**src/rtl/ufp_req_issuer.sv**
```systemverilog
// Initiator side of the pipelined-cache upstream port. Client requests are
// accepted into a one-entry hold register that drives the cache directly;
// issued requests are tracked in a tag FIFO and in-order cache responses are
// returned to the client through a response FIFO. A credit counter bounds
// the requests between client accept and client response pop, so neither
// FIFO can overflow.
//
// Handshake: a transfer happens on a rising edge where valid && ready are
// both high. On the client side the issuer drives req_ready and the client
// drives rsp_ready. On the cache side a request is presented whenever a
// mask is non-zero and is taken on the edge where ufp_stall is low.
module ufp_req_issuer #(
  parameter int DEPTH = 4,
  parameter int TAG_W = 4
) (
  input  logic             clk,
  input  logic             rst,
  input  logic             req_valid,
  output logic             req_ready,
  input  logic [31:0]      req_addr,
  input  logic [3:0]       req_rmask,
  input  logic [3:0]       req_wmask,
  input  logic [31:0]      req_wdata,
  input  logic [TAG_W-1:0] req_tag,
  output logic [31:0]      ufp_addr,
  output logic [3:0]       ufp_rmask,
  output logic [3:0]       ufp_wmask,
  output logic [31:0]      ufp_wdata,
  input  logic             ufp_stall,
  input  logic [31:0]      ufp_rdata,
  input  logic             ufp_resp,
  output logic             rsp_valid,
  input  logic             rsp_ready,
  output logic [31:0]      rsp_rdata,
  output logic [TAG_W-1:0] rsp_tag,
  output logic             err_unexp
);

  localparam int PW = $clog2(DEPTH);
  localparam int CW = PW + 1;
  localparam logic [CW-1:0] DEPTH_C = CW'(DEPTH);

  // Hold register: the request currently presented to the cache
  logic             hold_valid;
  logic [31:0]      hold_addr;
  logic [3:0]       hold_rmask;
  logic [3:0]       hold_wmask;
  logic [31:0]      hold_wdata;
  logic [TAG_W-1:0] hold_tag;

  // Credits: requests accepted but not yet popped by the client
  logic [CW-1:0] used;

  // Tag FIFO entry is {is_write, tag}
  logic [TAG_W:0]  tag_mem [DEPTH];
  logic [PW-1:0]   tag_wptr, tag_rptr;
  logic [CW-1:0]   tag_cnt;
  logic [TAG_W:0]  tag_head;
  logic            tag_empty;

  // Response FIFO entry is {rdata, tag}
  logic [31+TAG_W:0] rsp_mem [DEPTH];
  logic [PW-1:0]     rsp_wptr, rsp_rptr;
  logic [CW-1:0]     rsp_cnt;
  logic [31+TAG_W:0] rsp_wr_data;

  logic fire, accept, rsp_pop, rsp_push;

  assign fire      = hold_valid && !ufp_stall;
  assign req_ready = (!hold_valid || fire) && (used < DEPTH_C);
  assign accept    = req_valid && req_ready;
  assign rsp_pop   = rsp_valid && rsp_ready;
  assign tag_empty = (tag_cnt == '0);
  assign tag_head  = tag_mem[tag_rptr];
  assign rsp_push  = ufp_resp && !tag_empty;
  assign rsp_wr_data = {(tag_head[TAG_W] ? 32'h0 : ufp_rdata), tag_head[TAG_W-1:0]};

  assign ufp_addr  = hold_addr;
  assign ufp_wdata = hold_wdata;
  assign ufp_rmask = hold_valid ? hold_rmask : 4'h0;
  assign ufp_wmask = hold_valid ? hold_wmask : 4'h0;

  assign rsp_valid = (rsp_cnt != '0);
  assign {rsp_rdata, rsp_tag} = rsp_mem[rsp_rptr];

  // Load the hold register on accept, empty it when the cache takes it
  always_ff @(posedge clk) begin
    if (rst) begin
      hold_valid <= 1'b0;
      hold_addr  <= '0;
      hold_rmask <= '0;
      hold_wmask <= '0;
      hold_wdata <= '0;
      hold_tag   <= '0;
    end else if (accept) begin
      hold_valid <= 1'b1;
      hold_addr  <= req_addr;
      hold_rmask <= req_rmask;
      hold_wmask <= req_wmask;
      hold_wdata <= req_wdata;
      hold_tag   <= req_tag;
    end else if (fire) begin
      hold_valid <= 1'b0;
    end
  end

  // Credit counter: +1 on accept, -1 on client pop, unchanged when both
  always_ff @(posedge clk) begin
    if (rst) begin
      used <= '0;
    end else begin
      case ({accept, rsp_pop})
        2'b10:   used <= used + 1'b1;
        2'b01:   used <= used - 1'b1;
        default: used <= used;
      endcase
    end
  end

  // Tag FIFO pointers: push on issue, pop on each cache response
  always_ff @(posedge clk) begin
    if (rst) begin
      tag_wptr <= '0;
      tag_rptr <= '0;
      tag_cnt  <= '0;
    end else begin
      if (fire)     tag_wptr <= tag_wptr + 1'b1;
      if (rsp_push) tag_rptr <= tag_rptr + 1'b1;
      case ({fire, rsp_push})
        2'b10:   tag_cnt <= tag_cnt + 1'b1;
        2'b01:   tag_cnt <= tag_cnt - 1'b1;
        default: tag_cnt <= tag_cnt;
      endcase
    end
  end

  // Tag FIFO storage
  always_ff @(posedge clk) begin
    if (fire) tag_mem[tag_wptr] <= {(hold_wmask != 4'h0), hold_tag};
  end

  // Response FIFO pointers: push on matched cache response, pop on client take
  always_ff @(posedge clk) begin
    if (rst) begin
      rsp_wptr <= '0;
      rsp_rptr <= '0;
      rsp_cnt  <= '0;
    end else begin
      if (rsp_push) rsp_wptr <= rsp_wptr + 1'b1;
      if (rsp_pop)  rsp_rptr <= rsp_rptr + 1'b1;
      case ({rsp_push, rsp_pop})
        2'b10:   rsp_cnt <= rsp_cnt + 1'b1;
        2'b01:   rsp_cnt <= rsp_cnt - 1'b1;
        default: rsp_cnt <= rsp_cnt;
      endcase
    end
  end

  // Response FIFO storage
  always_ff @(posedge clk) begin
    if (rsp_push) rsp_mem[rsp_wptr] <= rsp_wr_data;
  end

  // Sticky flag for a cache response with nothing in flight
  always_ff @(posedge clk) begin
    if (rst) begin
      err_unexp <= 1'b0;
    end else if (ufp_resp && tag_empty) begin
      err_unexp <= 1'b1;
    end
  end

  // An accepted request must be exactly one of read or write
  req_kind_legal: assert property (@(posedge clk) disable iff (rst)
    (req_valid && req_ready) |-> ((req_rmask != 4'h0) != (req_wmask != 4'h0)));

endmodule
```
**config.mk**
```make
export PLATFORM = sky130hd
export DESIGN_NAME = ufp_req_issuer
export DESIGN_NICKNAME = d
export VERILOG_FILES = /design/src/rtl/ufp_req_issuer.sv
export SDC_FILE = /design/constraint.sdc
export NUM_CORES = 1
export LEC_CHECK = 0
export BUFFER_PORTS_ARGS = -buffer_cell sky130_fd_sc_hd__buf_2
export CORE_UTILIZATION = 49
export CTS_CLUSTER_SIZE = 14
export DETAILED_ROUTE_END_ITERATION = 12
export GPL_TIMING_DRIVEN = 0
export PLACE_DENSITY = 0.76
export SLEW_MARGIN = 20
export SYNTH_ARGS = -nofsm -noshare
export SYNTH_HDL_FRONTEND = slang
export SYNTH_SLANG_ARGS = --single-unit
```
**constraint.sdc**
```tcl
create_clock -name clk -period 2.3 [get_ports clk]
set_clock_uncertainty 0.1 [all_clocks]
set_input_delay 0.345 -clock clk [delete_from_list [all_inputs] [get_ports clk]]
set_output_delay 0.345 -clock clk [all_outputs]
set_load 0.01 [all_outputs]
```
# [Word level (Yosys, flattened, before mapping)]
# Memory sizes are Yosys's and may differ from the RTL's. A register that Yosys moved wholly into a read port is not among the register bits.
# Index checks and enable logic that the tools add are counted.
[word_totals] regBits=95 mem_bits_rw=164 inputBits=114 out_inout_bits=111 wordCells=66 mem_count=2
[mem_list] memory="rsp_mem" depth=4 width=36 rd=1 rd_ports_with_merged_regs=1 wr=1 line_no="62" source="logic [31+TAG_W:0] rsp_mem [DEPTH];"
[mem_list] memory="tag_mem" depth=4 width=5 rd=1 rd_ports_with_merged_regs=1 wr=1 line_no="55" source="logic [TAG_W:0] tag_mem [DEPTH];"
[op_classes] add_sub_neg=10 magnitude_cmp=1 n_eq_ne=6 muxes=16 n_reduce_logical=17
[ops] op="two-way mux 32 bit" count=1
[ops] op="one-hot mux 3 bit (2 select lines)" count=3
[ops] op="adder 3 x 1 -> 3 bit (second input constant)" count=3
[ops] op="subtractor 3 x 1 -> 3 bit (second input constant)" count=3
[ops] op="adder 2 x 1 -> 2 bit (second input constant)" count=4
[ops] op="two-way mux 2 bit" count=4
[ops] op="two-way mux 4 bit" count=2
[ops] op="nonzero test 2 bit" count=4
[ops] op="== test 2 x 1 -> 1 bit (second input constant)" count=3
[ops] op="== test 2 bit (second input constant)" count=3
[ops] op="logical AND 1 bit" count=6
[ops] op="two-way mux 1 bit" count=6
[ops] op="nonzero test 4 bit" count=1
[ops] op="logical NOT 1 bit" count=3
[ops] op="logical NOT 3 bit" count=1
[ops] op="less-than comparator 3 bit (second input constant)" count=1
[ops] op="nonzero test 3 bit" count=1
[ops] op="logical OR 1 bit" count=1

# [Logic depth before layout (Yosys ltp)]
[depth] depth_word=7 mapped_depth=10 mapped_depth_nobuf=8

# [Worst setup path after synthesis]
# No wires, ideal clock.
[synth_path] kind="input-to-reg" from="input port ufp_stall" to="register used[2]" setup_ns=0.071 arrival_ns=2.109 t_required_ns=2.129 path_slack_ns=0.021 stages=9 n_path_buf=1 cell_sequence="a21oi_2 -> and2_1 -> buf_2 -> inv_1 -> ha_1 -> fa_1 -> xnor2_1 -> or3_1 -> a21oi_1"
[synth_between] elab_chain_cells=7 word_cells_on_any_way=9
[synth_lines] element="from (decl)" line_no="29" source="input logic ufp_stall,"
[synth_lines] element="logical NOT 1 bit (*)" line_no="69" source="assign fire = hold_valid && !ufp_stall;"
[synth_lines] element="logical AND 1 bit (*)" line_no="69"
[synth_lines] element="logical OR 1 bit (*)" line_no="70" source="assign req_ready = (!hold_valid || fire) && (used < DEPTH_C);"
[synth_lines] element="logical AND 1 bit (*)" line_no="70"
[synth_lines] element="logical AND 1 bit (*)" line_no="71" source="assign accept = req_valid && req_ready;"
[synth_lines] element="== test 2 x 1 -> 1 bit or == test 2 bit (tied branches)" line_no="112" source="case ({accept, rsp_pop})"
[synth_lines] element="one-hot mux 3 bit (2 select lines) or nonzero test 2 bit (tied branches)"
[synth_lines] element="to (signal assigned)" line_no="113" source="2'b10: used <= used + 1'b1;"
[synth_lines] element="to (signal assigned)" line_no="114" source="2'b01: used <= used - 1'b1;"
[synth_lines] element="to (signal assigned)" line_no="115" source="default: used <= used;"
[synth_lines] element="to (decl)" line_no="52" source="logic [CW-1:0] used;"
# Mark *: on every way between the ends. The rest lies on a longest branch, timed or not.
# A chain may end at the register's enable or synchronous reset.

==> reports/qor.yml <==
path_clk_slew_ns: 0.06
ant_nets: 0
crit-reg2reg-launch: "used[2]"
layout-drive-gt1-share_pct: 34.9
drt_wl_total_um: 24900
num_rows: 53
path_buf_inv: 3
dr.first_iter.drc_count: 375
fin_nets: 1178
avgViaCountPerCell: 5.36
outcome: "finished with violations"
drcViolationCount: 0
io_pins: 225
layout-area-overhead-vs-synth_pct: 30.9
cp_slowest_cell: "mux4_2"
synth_ff_type: "edfxtp_1"
crit_arrival_ns: 1.85
reg2reg_slack_ns: 0.12
vdd_drop_max_mv: 0.521
cts_sinks: 263
gp_congestion: 0.815
synth_nets: 851
drt-wirelength-per-cell_um: 18.5
min_to: "ufp_wdata[18]"
cp_top_family: "multiplexers"
grt_setup_unrepaired: "yes"
cap_violations: 0
layout_common_cells: "buf_2, edfxtp_1, dfxtp_1, o21ai_0"
period_minus_slack_ns: 2.29
dp_slack_ns: -0.537
cp_slowest_stage_delay_ns: 0.54
max-slew-margin-rel_pct: 64.9
globalRouteOverflowTotal: 0
first_global_vias: 7286
yosysWarnings: 0
dr.pass1.iters: 5
grt_max_degree: 29
core_area_sq_mm: 0.0212
portBuffers: 223
path_cells: "buf_12, buf_12, mux4_2, buf_6"
crit_path_end_kind: "output pin"
cts_tree: "built"
tightest_slew_ns: 0.527
whs_path_depth: 3
fin_hold_ws_ns: -0.00943
synth_edf_count: 164
die_area_sq_mm: 0.0223
initial_utilization_pct: 50.3
n_antenna_cell: 0
finalNonFillerCells: 1345
grtUsageTotal_pct: 22.2
p_per_area_mw_per_mm2: 919
dpl-instance-area_sq_mm: 0.0122
stdcell_area_sq_mm: 0.0139
dp_hpwl_um: 15800
synth_area_sq_mm: 0.0106
clk_path_buf_depth: 3
final_common_cell: "buf_2"
fin_util_pct: 65.8
vias: 7215
finalWorstSetupSlack_ns: 0.00922
numCtsBuffers: 27
reg2reg_depth: 8
synth_seq_cells: 263
cts_root_buf: "clkbuf_16"
fmaxAchievable_mhz: 437
violations: "negative hold slack"
crit_type: "reg2out"
crit_top_cell: "buf_12"
finalSetupViolCount: 0
synth-seq-area-share_pct: 64.9
power.leakage_nw: 5.16
async_reset_ff_share_pct: 0
die_h_um: 149
antenna_found_initial: 0
grt_pass1_wl_um: 38300
place_inst: 1225
ys_types: 32
r2r-end: "used[2]"
synth_cells: 723
hold_class: "in2reg"
synth_area_per_cell_sq_um: 14.7
clk_latency_ns: 0.53
drv_slew: 0
die_w_um: 149
fin_crit_sh_pct: 99.6
critPathRequiredTime_ns: 1.86
start_kind: "flop"
finalPower_w: 0.0128
htree_levels: 1
critPathMaxFanout: 10
hp-start: "req_wdata[18]"
hold_violations: 1
logic make-up after synthesis:
| logic type | Yosys count | share of synthesized area [%] |
|---|---|---|
| flip-flops | 263 | 64.9 |
| AND/OR/NAND/NOR | 228 | 15.6 |
| AO/OA/AOI/OAI | 91 | 4.46 |
| buffers and inverters | 71 | 3.05 |
| multiplexers | 44 | 9.07 |
| adder cells (fa/ha/maj) | 14 | 1.86 |
| XOR/XNOR | 12 | 0.988 |
report_power, final:
part           internal (W)  total [W]  switching (W)
clock network       0.00216    0.00383        0.00167
registers           0.00559    0.00580       0.000214
logic               0.00158    0.00316        0.00158
state kept, by name (all words and copies together) (netlist names), 3 cells and up, named ones only:
signal      count
ufp_wdata      32
hold_wmask      4
tag_cnt         3
rsp_mem       144
hold_tag        4
tag_mem        20
ufp_addr       32
used            3
rsp_cnt         3
hold_rmask      4
worst max-delay path by stage:
stage	endpoint	cells past startpoint
final	rsp_rdata[19]	4
after global routing	rsp_rdata[19]	4
after CTS	rsp_rdata[0]	4
after detailed placement	used[2]	10
after global placement	rsp_mem[0][29]	4
after floorplan	used[2]	9
Yosys cell counts (4+ instances only):
cell	number	area share, %
nor2_1	19	0.67
nand4b_1	76	6.3
buf_6	4	0.42
buf_2	12	0.56
o21ai_0	79	3.7
nor2b_4	4	0.52
nand2b_1	76	4.5
buf_1	5	0.18
inv_1	13	0.46
xnor2_1	5	0.41
nor2b_2	26	2.1
dfxtp_1	99	19
xor2_1	7	0.58
edfxtp_1	164	46
and2_1	17	1.0
or3_1	4	0.24
ha_1	11	1.3
mux4_2	38	8.0
a21oi_1	7	0.33
clkbuf_1	33	1.2
cell type report:
type                       instances  area [sq um]
fill                            1489          7230
sequential                       263          6910
multi-input combinational        390          3440
timing repair buffer             300          2070
clock buffer                      37           713
tap                              275           344
buffer                            55           337
clock inverter                    12          55.1
inverter                          13          48.8
through the flow:
step,setup TNS [ns],hold WS [ns]
after floorplan,0,0.345
after global placement,-69.98,0.349
after detailed placement,-0.832,0.356
after CTS,-0.0191,0.00132
after global routing,-0.506,0.00938
final,0,-0.00943
tightest hold or removal path: cells and delay by family:
kind	cells	cell delay [ns]
AOI/OAI and AO/OA	1	0.08
and+or+nand+nor	1	0.08
buffers and inverters	1	0.08
layer usage:
layer | part of all wire (%) | track usage (%) | vias up
met5 | 0 | 0 | -
met4 | 2.9 | 8.78 | 0
met3 | 8.1 | 5.05 | 51
met2 | 51 | 38.8 | 333
met1 | 38 | 26.4 | 3484
li1 | - | - | 3347
repair_timing:
item,CTS,global route
endpoints found under the setup margin,39,31
endpoints found under the hold margin,65,0
resized for setup,27,31
gates cloned,0,2
buffers inserted,4,3
hold buffers,65,0
Power figures use the tool's default switching activity.
